==> src/rtl/vliw_pkg.sv <==
// Shared widths and the fetch queue entry type for the VLIW front end.
package vliw_pkg;
    localparam int BUNDLE_W     = 128;
    localparam int INST_W       = 32;
    localparam int BUNDLE_BYTES = 16;

    typedef struct packed {
        logic [31:0]          pc;
        logic [BUNDLE_W-1:0]  bundle;
    } fetch_entry_t;
endpackage

==> src/rtl/vliw_fetch_unit_bundle_fifo.sv <==
// Sync FIFO of fetch entries with flush; head is read combinationally from storage.
// Latency: a pushed entry is visible at the head one cycle later.
// Backpressure: full blocks push unless a pop happens in the same cycle; flush beats push.
module bundle_fifo
    import vliw_pkg::*;
#(
    parameter int DEPTH = 4
) (
    input  logic                       clk,
    input  logic                       rst,
    input  logic                       push_i,
    input  fetch_entry_t               push_dat_i,
    input  logic                       pop_i,
    input  logic                       flush_i,
    output fetch_entry_t               head_dat_o,
    output logic [$clog2(DEPTH):0]     count_o,
    output logic                       full_o,
    output logic                       empty_o
);
    localparam int PW = $clog2(DEPTH);
    localparam int CW = PW + 1;

    fetch_entry_t    mem_q [DEPTH];
    logic [PW-1:0]   head_q, head_d;
    logic [PW-1:0]   tail_q, tail_d;
    logic [CW-1:0]   count_q, count_d;
    logic            do_push, do_pop;

    assign full_o     = (count_q == CW'(DEPTH));
    assign empty_o    = (count_q == '0);
    assign count_o    = count_q;
    assign head_dat_o = mem_q[head_q];

    assign do_pop  = pop_i & !empty_o;
    assign do_push = push_i & (!full_o | do_pop);

    always_comb begin
        head_d  = head_q;
        tail_d  = tail_q;
        count_d = count_q;
        if (flush_i) begin
            head_d  = '0;
            tail_d  = '0;
            count_d = '0;
        end else begin
            if (do_pop)  head_d = head_q + PW'(1);
            if (do_push) tail_d = tail_q + PW'(1);
            case ({do_push, do_pop})
                2'b10:   count_d = count_q + CW'(1);
                2'b01:   count_d = count_q - CW'(1);
                default: count_d = count_q;
            endcase
        end
    end

    always_ff @(posedge clk) begin
        if (rst) begin
            head_q  <= '0;
            tail_q  <= '0;
            count_q <= '0;
        end else begin
            head_q  <= head_d;
            tail_q  <= tail_d;
            count_q <= count_d;
        end
    end

    // Storage needs no reset: nothing reads it while count is zero.
    always_ff @(posedge clk) begin
        if (!rst && !flush_i && do_push) mem_q[tail_q] <= push_dat_i;
    end
endmodule

==> src/rtl/vliw_fetch_unit.sv <==
// VLIW fetch stage: drives the PC to memory, queues returned bundles, handles redirect and data-region halt.
// Latency: bundle fetched in cycle N reaches the head in cycle N+1; one bundle per cycle in steady state.
// Backpressure: fetch stalls while the queue is full and decode is not popping.
module vliw_fetch_unit
    import vliw_pkg::*;
#(
    parameter int          QUEUE_DEPTH = 4,
    parameter logic [31:0] RESET_PC    = 32'h0
) (
    input  logic                 clk,
    input  logic                 rst,
    output logic [31:0]          pc_out,
    input  logic [BUNDLE_W-1:0]  inst_bundle_in,
    input  logic [31:0]          data_start_addr,
    input  logic                 redirect_valid,
    input  logic [31:0]          redirect_pc,
    output logic                 bundle_valid,
    input  logic                 bundle_ready,
    output logic [31:0]          bundle_pc,
    output logic [BUNDLE_W-1:0]  bundle_data,
    output logic                 fetch_halted
);
    logic [31:0]                  fetch_pc_q, fetch_pc_d;
    logic                         halted_q, halted_d;
    logic                         halt_cond, push, pop;
    fetch_entry_t                 push_entry, head_entry;
    logic [$clog2(QUEUE_DEPTH):0] fifo_count;
    logic                         fifo_full, fifo_empty;
    logic                         unused_sigs;

    assign unused_sigs = ^{redirect_pc[3:0], fifo_count};

    assign halt_cond  = (data_start_addr != 32'h0) && (fetch_pc_q >= data_start_addr);
    assign pop        = bundle_valid & bundle_ready;
    assign push       = !redirect_valid & !halted_q & !halt_cond & (!fifo_full | pop);
    assign push_entry = '{pc: fetch_pc_q, bundle: inst_bundle_in};

    always_comb begin
        fetch_pc_d = fetch_pc_q;
        halted_d   = halted_q;
        if (redirect_valid) begin
            fetch_pc_d = {redirect_pc[31:4], 4'h0};
            halted_d   = 1'b0;
        end else begin
            if (halt_cond) halted_d = 1'b1;
            if (push)      fetch_pc_d = fetch_pc_q + 32'(BUNDLE_BYTES);
        end
    end

    always_ff @(posedge clk) begin
        if (rst) begin
            fetch_pc_q <= RESET_PC;
            halted_q   <= 1'b0;
        end else begin
            fetch_pc_q <= fetch_pc_d;
            halted_q   <= halted_d;
        end
    end

    bundle_fifo #(.DEPTH(QUEUE_DEPTH)) u_bundle_fifo (
        .clk        (clk),
        .rst        (rst),
        .push_i     (push),
        .push_dat_i (push_entry),
        .pop_i      (pop),
        .flush_i    (redirect_valid),
        .head_dat_o (head_entry),
        .count_o    (fifo_count),
        .full_o     (fifo_full),
        .empty_o    (fifo_empty)
    );

    assign pc_out       = fetch_pc_q;
    assign bundle_valid = !fifo_empty;
    assign bundle_pc    = head_entry.pc;
    assign bundle_data  = head_entry.bundle;
    assign fetch_halted = halted_q;
endmodule

==> config.mk <==
export PLATFORM = sky130hd
export DESIGN_NAME = vliw_fetch_unit
export DESIGN_NICKNAME = d
export VERILOG_FILES = /design/src/rtl/vliw_pkg.sv /design/src/rtl/vliw_fetch_unit_bundle_fifo.sv /design/src/rtl/vliw_fetch_unit.sv
export SDC_FILE = /design/constraint.sdc
export NUM_CORES = 1
export LEC_CHECK = 0
export ABC_AREA = 1
export CORE_UTILIZATION = 55
export CTS_CLUSTER_DIAMETER = 30
export DETAILED_ROUTE_END_ITERATION = 10
export PLACE_DENSITY = 0.81
export SETUP_SLACK_MARGIN = 0.3
export SYNTH_ARGS = -nofsm -noshare
export SYNTH_HDL_FRONTEND = slang
export SYNTH_HIERARCHICAL = 1
export SYNTH_SLANG_ARGS = --single-unit
==> constraint.sdc <==
create_clock -name clk -period 11.5 [get_ports clk]
set_input_delay 1.725 -clock clk [delete_from_list [all_inputs] [get_ports clk]]
set_output_delay 1.725 -clock clk [all_outputs]
set_load 0.1 [all_outputs]
## Word-level counts from Yosys, hierarchy flattened

Memories as Yosys holds them, arrays and structs flattened. A register that Yosys moved wholly into a read port is not among the register bits.
Cells that the tools add are included.

| word-level totals | value |
|---|---|
| flip-flop bits (word level) | 40 |
| bits in writable memories | 640 |
| input bits | 196 |
| output and inout bits | 194 |
| word-level logic and storage cells | 45 |
| memories | 1 |

Memories:

| memory | words | bits a word | rd ports | clocked after memory_dff | write ports | RTL line | source |
|---|---|---|---|---|---|---|---|
| u_bundle_fifo.mem_q | 4 | 160 | 1 | 1 | 1 | vliw_fetch_unit_bundle_fifo.sv:23 | `fetch_entry_t mem_q [DEPTH];` |

| cells by class | value |
|---|---|
| $add $sub $neg | 5 |
| $lt $le $gt $ge | 1 |
| equality and inequality tests | 3 |
| multiplexer cells | 7 |
| bitwise gates (word level) | 8 |
| reductions and logical operators | 14 |

Operators by type and width:

| kind | number |
|---|---|
| $mux 32 | 2 |
| $add 32x5->32 const B | 1 |
| $ge 32x32->1 | 1 |
| $reduce_bool 32->1 | 1 |
| $and 1x1->1 | 6 |
| $logic_not 1->1 | 6 |
| $pmux 3 s2 | 1 |
| $add 2x1->2 const B | 2 |
| $mux 2 | 2 |
| $reduce_bool 2->1 | 2 |
| $add 3x1->3 const B | 1 |
| $eq 3x3->1 const B | 1 |
| $logic_and 1x1->1 | 3 |
| $logic_not 3->1 | 1 |
| $sub 3x1->3 const B | 1 |
| $eq 2x1->1 const B | 1 |
| $eq 2x2->1 const B | 1 |
| $mux 1 | 2 |
| $or 1x1->1 | 2 |
| $reduce_or 2->1 | 1 |

## Depth between registers and ports, before layout

Gate-level depths: netlist of the first run.

| logic depth | value |
|---|---|
| word-level depth | 9 |
| gate-level depth with buffers | 22 |
| gate-level depth less buffers | 21 |

## Modules after synthesis

The synthesis of the first run kept the hierarchy.

By module, submodules not included:

| module | instances | cells an instance | area each (µm²) | seq. area each (µm²) |
|---|---|---|---|---|
| bundle_fifo | 1 | 1615 | 24098.1 | 19398.6 |
| vliw_fetch_unit | 1 | 506 | 3011.6 | 580.6 |

## Least setup slack after synthesis of the first run

No wires, ideal clock.

| path | value |
|---|---|
| path kind | input-to-reg |
| start | input port data_start_addr[27] |
| end | memory u_bundle_fifo/mem_q[0][0] (netlist bit) (enable) |
| setup time | 683 ps |
| arrival | 9767 ps |
| required time | 10817 ps |
| path slack | 1050 ps |
| stages on the path | 16 |
| buffers on the path | 1 |
| cell sequence | inv_1 ha_1 nand2_1 nor2_1 nand2_2 inv_1 nand2_1 nand3_1 nor2_1 nand2_2 nand2_2 nand2_4 clkbuf_1 inv_1 nand3_1 nor2_1 |

| between the ends | value |
|---|---|
| longest elaborated chain between the ends | 9 |
| elaborated cells between the ends (all ways) | 10 |
| those cells by class | 1 x order compare; 2 x mux; 3 x bitwise; 4 x reduce/logical |

Ends and longest elaborated chain:

| item | RTL line | source |
|---|---|---|
| start, declared | vliw_fetch_unit.sv:14 | `input logic [31:0] data_start_addr,` |
| $ge 32x32->1 / $reduce_bool 32->1 (equally long branches) | vliw_fetch_unit.sv:33 | `assign halt_cond = (data_start_addr != 32'h0) && (fetch_pc_q >= data_start_addr);` |
| $logic_and 1x1->1 (*) | vliw_fetch_unit.sv:33 |  |
| $logic_not 1->1 (*) | vliw_fetch_unit.sv:35 | `assign push = !redirect_valid & !halted_q & !halt_cond & (!fifo_full \| pop);` |
| $and 1x1->1 (*) (2 in series) | vliw_fetch_unit.sv:35 |  |
| via push | vliw_fetch_unit.sv:25 | `logic halt_cond, push, pop;` |
| $and 1x1->1 (*) | vliw_fetch_unit_bundle_fifo.sv:35 | `assign do_push = push_i & (!full_o \| do_pop);` |
| $logic_and 1x1->1 (*) | vliw_fetch_unit_bundle_fifo.sv:70 | `if (!rst && !flush_i && do_push) mem_q[tail_q] <= push_dat_i;` |
| $mux 1 (*) | vliw_fetch_unit_bundle_fifo.sv:70 |  |
| $mux 1 (not written as such) (*) | vliw_fetch_unit_bundle_fifo.sv:70 |  |
| end, declared | vliw_fetch_unit_bundle_fifo.sv:23 |  |

The timed path passes the listed nets; every way through them passes the cells marked *.

==> flow_summary_export.csv, run 1 <==
group,metric,value,unit
power,net-switching-power,1.57,mW
critical_path,critical_path.max_fanout,93,
synth,yosys-mux-area-fraction,0,
synth,synth-main-ff-cell,"sky130_fd_sc_hd__edfxtp_1",
critical_path,critical_path_required,9780,ps
detailed_routing,antenna_violating_nets_post_route,0,
power,power.clock.fraction,0.504,
clock_network,post_cts_hold_buffer_count,0,
placement,detailed_place_hpwl,37500,µm
synth,dominant_combinational_cell_family_by_area_after_synthesis,"compound AO/OA/AOI/OAI gates",
detailed_routing,wl,67600,µm
die,die_height,224,µm
synth,synth_simple_gate_area_frac,0.0979,
global_route,grt_first_pass_wirelength,103000,µm
clock_network,cts_inserted_buffers,112,
die,std_cell_rows,80,
detailed_routing,route.detailed.wl_per_inst,20.5,µm
clock_network,worst_skew_pair.late_latency,660,ps
flow_run,drv.max_cap_violation_count,0,
clock_network,cts_max_path_buffers,3,
power,netSwitchingFraction,0.237,
detailed_routing,routed_via_density,5.70,
critical_path,crit_family,"buffers and inverters",
critical_path,cp-end-kind,"output port",
placement,gp_congestion,0.890,
critical_path,buffer_and_inverter_count_on_the_worst_path,3,
synth,synthCells,2121,
critical_path,arrival,4720,ps
power,power.share.sequential,0.420,
power,pwr_density_cell,188,nW/µm²
clock_network,cts_resized,0,
synth,yosysSeqAreaShare,0.737,
timing,final.setup.tns,0,ps
detailed_routing,drtIter0Drc,1855,
power,combPwrFrac,0.076,
clock_network,cts.repair_timing.setup_buffer_count,0,
critical_path,timing.critical_path.cells,"buf_4 > buf_4 > o21ai_0 > o22ai_1 > clkdlybuf4s50_1",
timing,report.final.slew_viol_count,0,
power,static-leakage-power,12.5,nW
detailed_routing,routed-via-count,18746,
timing,finalClockSkew,22.7,ps
synth,yosys_register_bits,678,
die,floorplan.core_area,48100,µm²
synth,async_flop_share,0,
synth,synth_xor_xnor_area_share,0.00452,
clock_network,clkSlewWorstSetupHoldPaths,40,ps
die,full_die_area,50200,µm²
clock_network,cts_sinks,678,
die,initial_standard_cell_utilization_of_the_core,0.563,
die,die-width,224,µm
timing,fmax,155,MHz
synth,synth.lib_cells_used.distinct,39,
detailed_routing,detailedRoute.firstPassIterationCount,5,
timing,final-setup-viol-count,0,
placement,io_buffers,381,
timing,timing.final.crit_share,0.561,
clock_network,root_buffer,"sky130_fd_sc_hd__clkbuf_16",
layout,area_growth,29.7,%
global_route,grt_remaining_overflow,0,
layout,layout.cells.most_common,"sky130_fd_sc_hd__edfxtp_1",
power,report.power.total,6.63,mW
critical_path,category_of_the_critical_setup_timing_path,"register to output port",
critical_path,critical_path_slowest_stage_cell,"sky130_fd_sc_hd__clkdlybuf4s50_1",
critical_path,crit_top_cell,"sky130_fd_sc_hd__buf_4",
critical_path,max_stage_delay,1170,ps
timing,worstMarginPinSlew,1200,ps
power,intPower,5.06,mW
synth,synthesized_area_per_cell,12.8,µm²
die,boundaryPins,390,
power,ir_drop,0.000160,V
run_status,run_status,"completed",
global_route,pin_count_of_the_biggest_net_entering_global_routing,161,
timing,timing.max_slew.rel_slack,0.198,
detailed_routing,drc,0,
layout,layout-drive-gt1-share,0.0914,
synth,syn_area,27100,µm²
timing,final_period_minus_worst_setup_slack,6450,ps
critical_path,crit_path_start_kind,"register",
synth,area_fraction_in_compound_gates_after_synthesis,0.107,
layout,fin_nets,2761,
timing,whs,476,ps
clock_network,number_of_h_tree_levels,3,
layout,most-common-layout-cells,"sky130_fd_sc_hd__edfxtp_1 (640), sky130_fd_sc_hd__nor2_1 (389), sky130_fd_sc_hd__clkdlybuf4s50_1 (381)",
worst_hold_path,worstHoldPathType,"register to register",
timing,timing_hold_violations_final,0,
synth,synth_fa_ha_area_frac,0.0160,
global_route,number_of_global_route_vias_before_repair,18924,
timing,rsz0062_at_grt,"false",
global_route,gr-usage-all-layers,0.268,
synth,yosysWarningCount,6,
global_route,number_of_antenna_violations_at_the_first_check_in_global_routing,7,
synth,synth_enable_flop_cells,640,
clock_network,cts_tree,"done",
flip-flops by register name, indices dropped and copies added (netlist names), named ones only:
register and flops:
u_bundle_fifo/mem_q 640, pc_out 28, u_bundle_fifo/count_o 3, u_bundle_fifo/head_q 2, u_bundle_fifo/tail_q 2, fetch_halted 1
metal layers:
metal	part of all wire	GRT usage
met4	0.030	0.109
met1	0.37	0.324
met5	0.00053	0
met3	0.091	0.0669
met2	0.51	0.460
kinds of logic (layout without fill, tap and decap cells):
family,after synthesis,in the layout
fa+ha+maj,34,34
xor+xnor,14,14
simple gates,648,648
buf+inv,208,695
flops,678,678
other cells,1,25
compound gates,538,538
cells in the mapped netlist, drive strengths merged (3+ instances only):
library cell	n	area, µm²
ha	33	413
nor3	11	82.6
o22ai	160	1000
a21oi	32	160
xnor2	5	43.8
dfxtp	38	761
buf	62	467
clkbuf	61	229
xor2	9	78.8
nor4	4	25.0
nand3	35	180
edfxtp	640	19200
nand4	12	75.1
o21ai	343	1720
nand2	180	713
nand3b	3	26.3
nor2	400	1530
inv	83	314
final timing paths:
kind	from	endpoint	slack (ps)	cells after the start
worst max-delay path	register	bundle_data[89]	5050	5
worst min-delay path	u_bundle_fifo/head_q[0]	register	480	1
worst max register to register	pc_out[26]	u_bundle_fifo/mem_q[2][90]	6460	16
worst min register to register	u_bundle_fifo/head_q[0]	register	480	1
stage by stage:
stage                     worst slack (ps)  instances  cell area, µm²   util
after detailed placement              4880       3073           31300  0.650
after CTS                             5090       3283           35200  0.730
after global placement                4890       3073           31300  0.650
after floorplan                       1050       2140           27200      -
after global routing                  4900       3286           35200  0.730
final                                 5050       3288           35200  0.730
worst reg2reg max path, stage by stage (launching register included):
cell and delay [ps]:
sky130_fd_sc_hd__dfxtp_1 630, sky130_fd_sc_hd__ha_1 320, sky130_fd_sc_hd__nand2_1 70, sky130_fd_sc_hd__nor2_1 60, sky130_fd_sc_hd__nand2_2 100, sky130_fd_sc_hd__inv_1 40
sky130_fd_sc_hd__nand2_1 50, sky130_fd_sc_hd__nand3_1 70, sky130_fd_sc_hd__nor2_1 120, sky130_fd_sc_hd__nand2_2 70, sky130_fd_sc_hd__nand2_2 90, sky130_fd_sc_hd__nand2_4 210
sky130_fd_sc_hd__inv_1 250, sky130_fd_sc_hd__nand3_1 380, sky130_fd_sc_hd__nor2_4 850, sky130_fd_sc_hd__buf_4 630, sky130_fd_sc_hd__buf_4 680
power by group through the flow:
stage               logic (mW)  clock network (mW)  registers (mW)
floorplan                0.268                   0            2.89
global placement         0.490                   0            2.83
detailed placement       0.499                   0            2.83
CTS                      0.504                3.37            2.78
global route             0.529                3.48            2.79
finish                   0.504                3.34            2.79
layout make-up:
type,instances,area (µm²)
antenna,5,12.5
clock buffer,116,2840
clock inverter,94,1010
fill,2963,13000
inverter,85,329
multi-input combinational,1254,6210
sequential,678,20000
tap,656,821
timing repair buffer,400,3960
Note: power is estimated with default switching activity, not from simulation.
==> run 2, diff against run 1 <==
clock period = 6.3 ns   (was 11.5 ns; I/O delays follow)
==> run 2 against run 1 <==
Worst hold slack got worse by 16 ps. Cell count about the same. Critical path depth decreased by 1. First-iteration DRC count decreased by 16%. Clock-buffer cell count increased by 14. Routed wire length increased by 0.41%. Flip-flop and latch count unchanged. Global-route usage about the same. Worst setup slack got worse by 4100 ps. Highest routed layer unchanged.
==> flow_summary_export.csv, run 2 (synthesis results as in run 1) <==
group,metric,value,unit
run_status,run_status,"completed",
critical_path,category_of_the_critical_setup_timing_path,"register to output port",
critical_path,timing.rr.start,"pc_out[19]",
layout,postLayoutCellArea,35300,µm²
clock_network,worst_skew_pair.late_latency,650,ps
global_route,grt_remaining_overflow,0,
critical_path,reg2reg_setup_slack,2420,ps
critical_path,critical_path_slowest_stage_cell,"sky130_fd_sc_hd__clkdlybuf4s50_1",
die,floorplan.core_area,48100,µm²
layout,postLayoutCoreUtil,0.732,
worst_hold_path,worstHoldPathType,"register to register",
critical_path,max_stage_delay,1230,ps
placement,detailed_place.area,31500,µm²
timing,whs,460,ps
clock_network,cts_resized,0,
clock_network,cts_tree,"done",
power,ir_drop,0.000277,V
placement,detailed_place_hpwl,37700,µm
layout,area_growth,30.1,%
timing,timing_hold_violations_final,0,
global_route,gr-usage-all-layers,0.267,
die,die-width,224,µm
detailed_routing,wl,67800,µm
timing,report.final.slew_viol_count,0,
worst_hold_path,hold_wc_startpoint,"u_bundle_fifo/head_q[1]",
layout,largest_register_ff_count,640,
power,intPower,9.14,mW
clock_network,cts.repair_timing.setup_buffer_count,0,
power,netSwitchingFraction,0.235,
layout,layout-drive-gt1-share,0.0892,
timing,timing.final.crit_share,0.844,
die,full_die_area,50200,µm²
critical_path,critical_path.max_fanout,88,
clock_network,root_buffer,"sky130_fd_sc_hd__clkbuf_16",
power,static-leakage-power,12.5,nW
power,power.clock.fraction,0.497,
critical_path,cp-endpoint,"bundle_data[56]",
critical_path,crit_path_start_kind,"register",
layout,layout.cells.most_common,"sky130_fd_sc_hd__edfxtp_1",
layout,max_flop_register,"u_bundle_fifo/mem_q",
power,power.share.sequential,0.426,
timing,final_period_minus_worst_setup_slack,5320,ps
clock_network,cts_inserted_buffers,110,
detailed_routing,route.detailed.wl_per_inst,20.7,µm
die,initial_standard_cell_utilization_of_the_core,0.563,
critical_path,arrival,4370,ps
layout,most-common-layout-cells,"sky130_fd_sc_hd__edfxtp_1 (640), sky130_fd_sc_hd__nor2_1 (389), sky130_fd_sc_hd__clkdlybuf4s50_1 (379)",
power,net-switching-power,2.81,mW
global_route,number_of_antenna_violations_at_the_first_check_in_global_routing,8,
power,report.power.total,11.9,mW
timing,worstMarginPinSlew,1180,ps
critical_path,timing.critical_path.cells,"buf_4 > o21ai_0 > o22ai_1 > clkdlybuf4s50_1",
power,combPwrFrac,0.077,
timing,final.setup.tns,0,ps
die,boundaryPins,390,
timing,fmax,188,MHz
global_route,number_of_global_route_vias_before_repair,19098,
placement,io_buffers,381,
critical_path,rr_endpoint,"u_bundle_fifo/mem_q[1][74]",
global_route,pin_count_of_the_biggest_net_entering_global_routing,201,
die,die_height,224,µm
critical_path,worstRegToRegCells,13,
clock_network,number_of_h_tree_levels,3,
detailed_routing,routed-via-count,18666,
clock_network,clkSlewWorstSetupHoldPaths,50,ps
timing,finalClockSkew,34.9,ps
power,pwr_density_cell,339,nW/µm²
placement,gp_congestion,0.859,
clock_network,cts_max_path_buffers,3,
detailed_routing,routed_via_density,5.68,
timing,timing.max_slew.rel_slack,0.209,
timing,final-setup-viol-count,0,
detailed_routing,drc,0,
timing,rsz0062_at_grt,"false",
detailed_routing,drtIter0Drc,1557,
clock_network,cts_sinks,678,
critical_path,critical_path_required,5350,ps
global_route,grt_first_pass_wirelength,103000,µm
clock_network,post_cts_hold_buffer_count,0,
detailed_routing,antenna_violating_nets_post_route,0,
flow_run,drv.max_cap_violation_count,0,
critical_path,cp-end-kind,"output port",
worst_hold_path,min_delay_path_depth,2,
layout,fin_nets,2762,
detailed_routing,detailedRoute.firstPassIterationCount,5,
die,std_cell_rows,80,
[run 2: worst min-delay path by stage]
stage / slack, ps / endpoint
after floorplan: 440 / register
after global placement: 450 / register
after detailed placement: 450 / register
after CTS: 460 / register
after global routing: 510 / register
final: 460 / register
[run 2: worst max-delay path, delay by kind of cell, from the launching register on]
family | cells | cell delay, ps
AO/OA/AOI/OAI | 2 | 590
buffers and inverters | 2 | 2100
flip-flops | 1 | 950
[run 2: power by group through the flow]
stage | sequential [mW] | clock (mW) | combinational, mW
final | 5.08 | 5.94 | 0.922
after CTS | 5.08 | 6.00 | 0.922
after floorplan | 5.26 | 0 | 0.489
after detailed placement | 5.17 | 0 | 0.915
after global routing | 5.09 | 6.22 | 0.968
after global placement | 5.16 | 0 | 0.899
[run 2: final cells by class]
class                      instances  area [µm²]
sequential                       678       20000
multi-input combinational       1254        6210
timing repair buffer             403        4120
clock buffer                     130        2950
clock inverter                    74         820
fill                            2885       12900
inverter                          85         329
tap                              656         821
antenna                            5        12.5
[run 2: per-layer routing]
metal  share of wire  track usage  up-vias
met2            0.50        0.454      854
met4           0.029        0.113        6
met3           0.089       0.0702      140
li1                -            -     8574
met5         0.00063            0        -
met1            0.38        0.324     9092
[run 2: stage by stage]
stage | setup WS (ps) | std cells
floorplan | -960 | 2140
global placement | 1570 | 3076
detailed placement | 1560 | 3076
CTS | 1030 | 3280
global route | 877 | 3283
finish | 981 | 3285
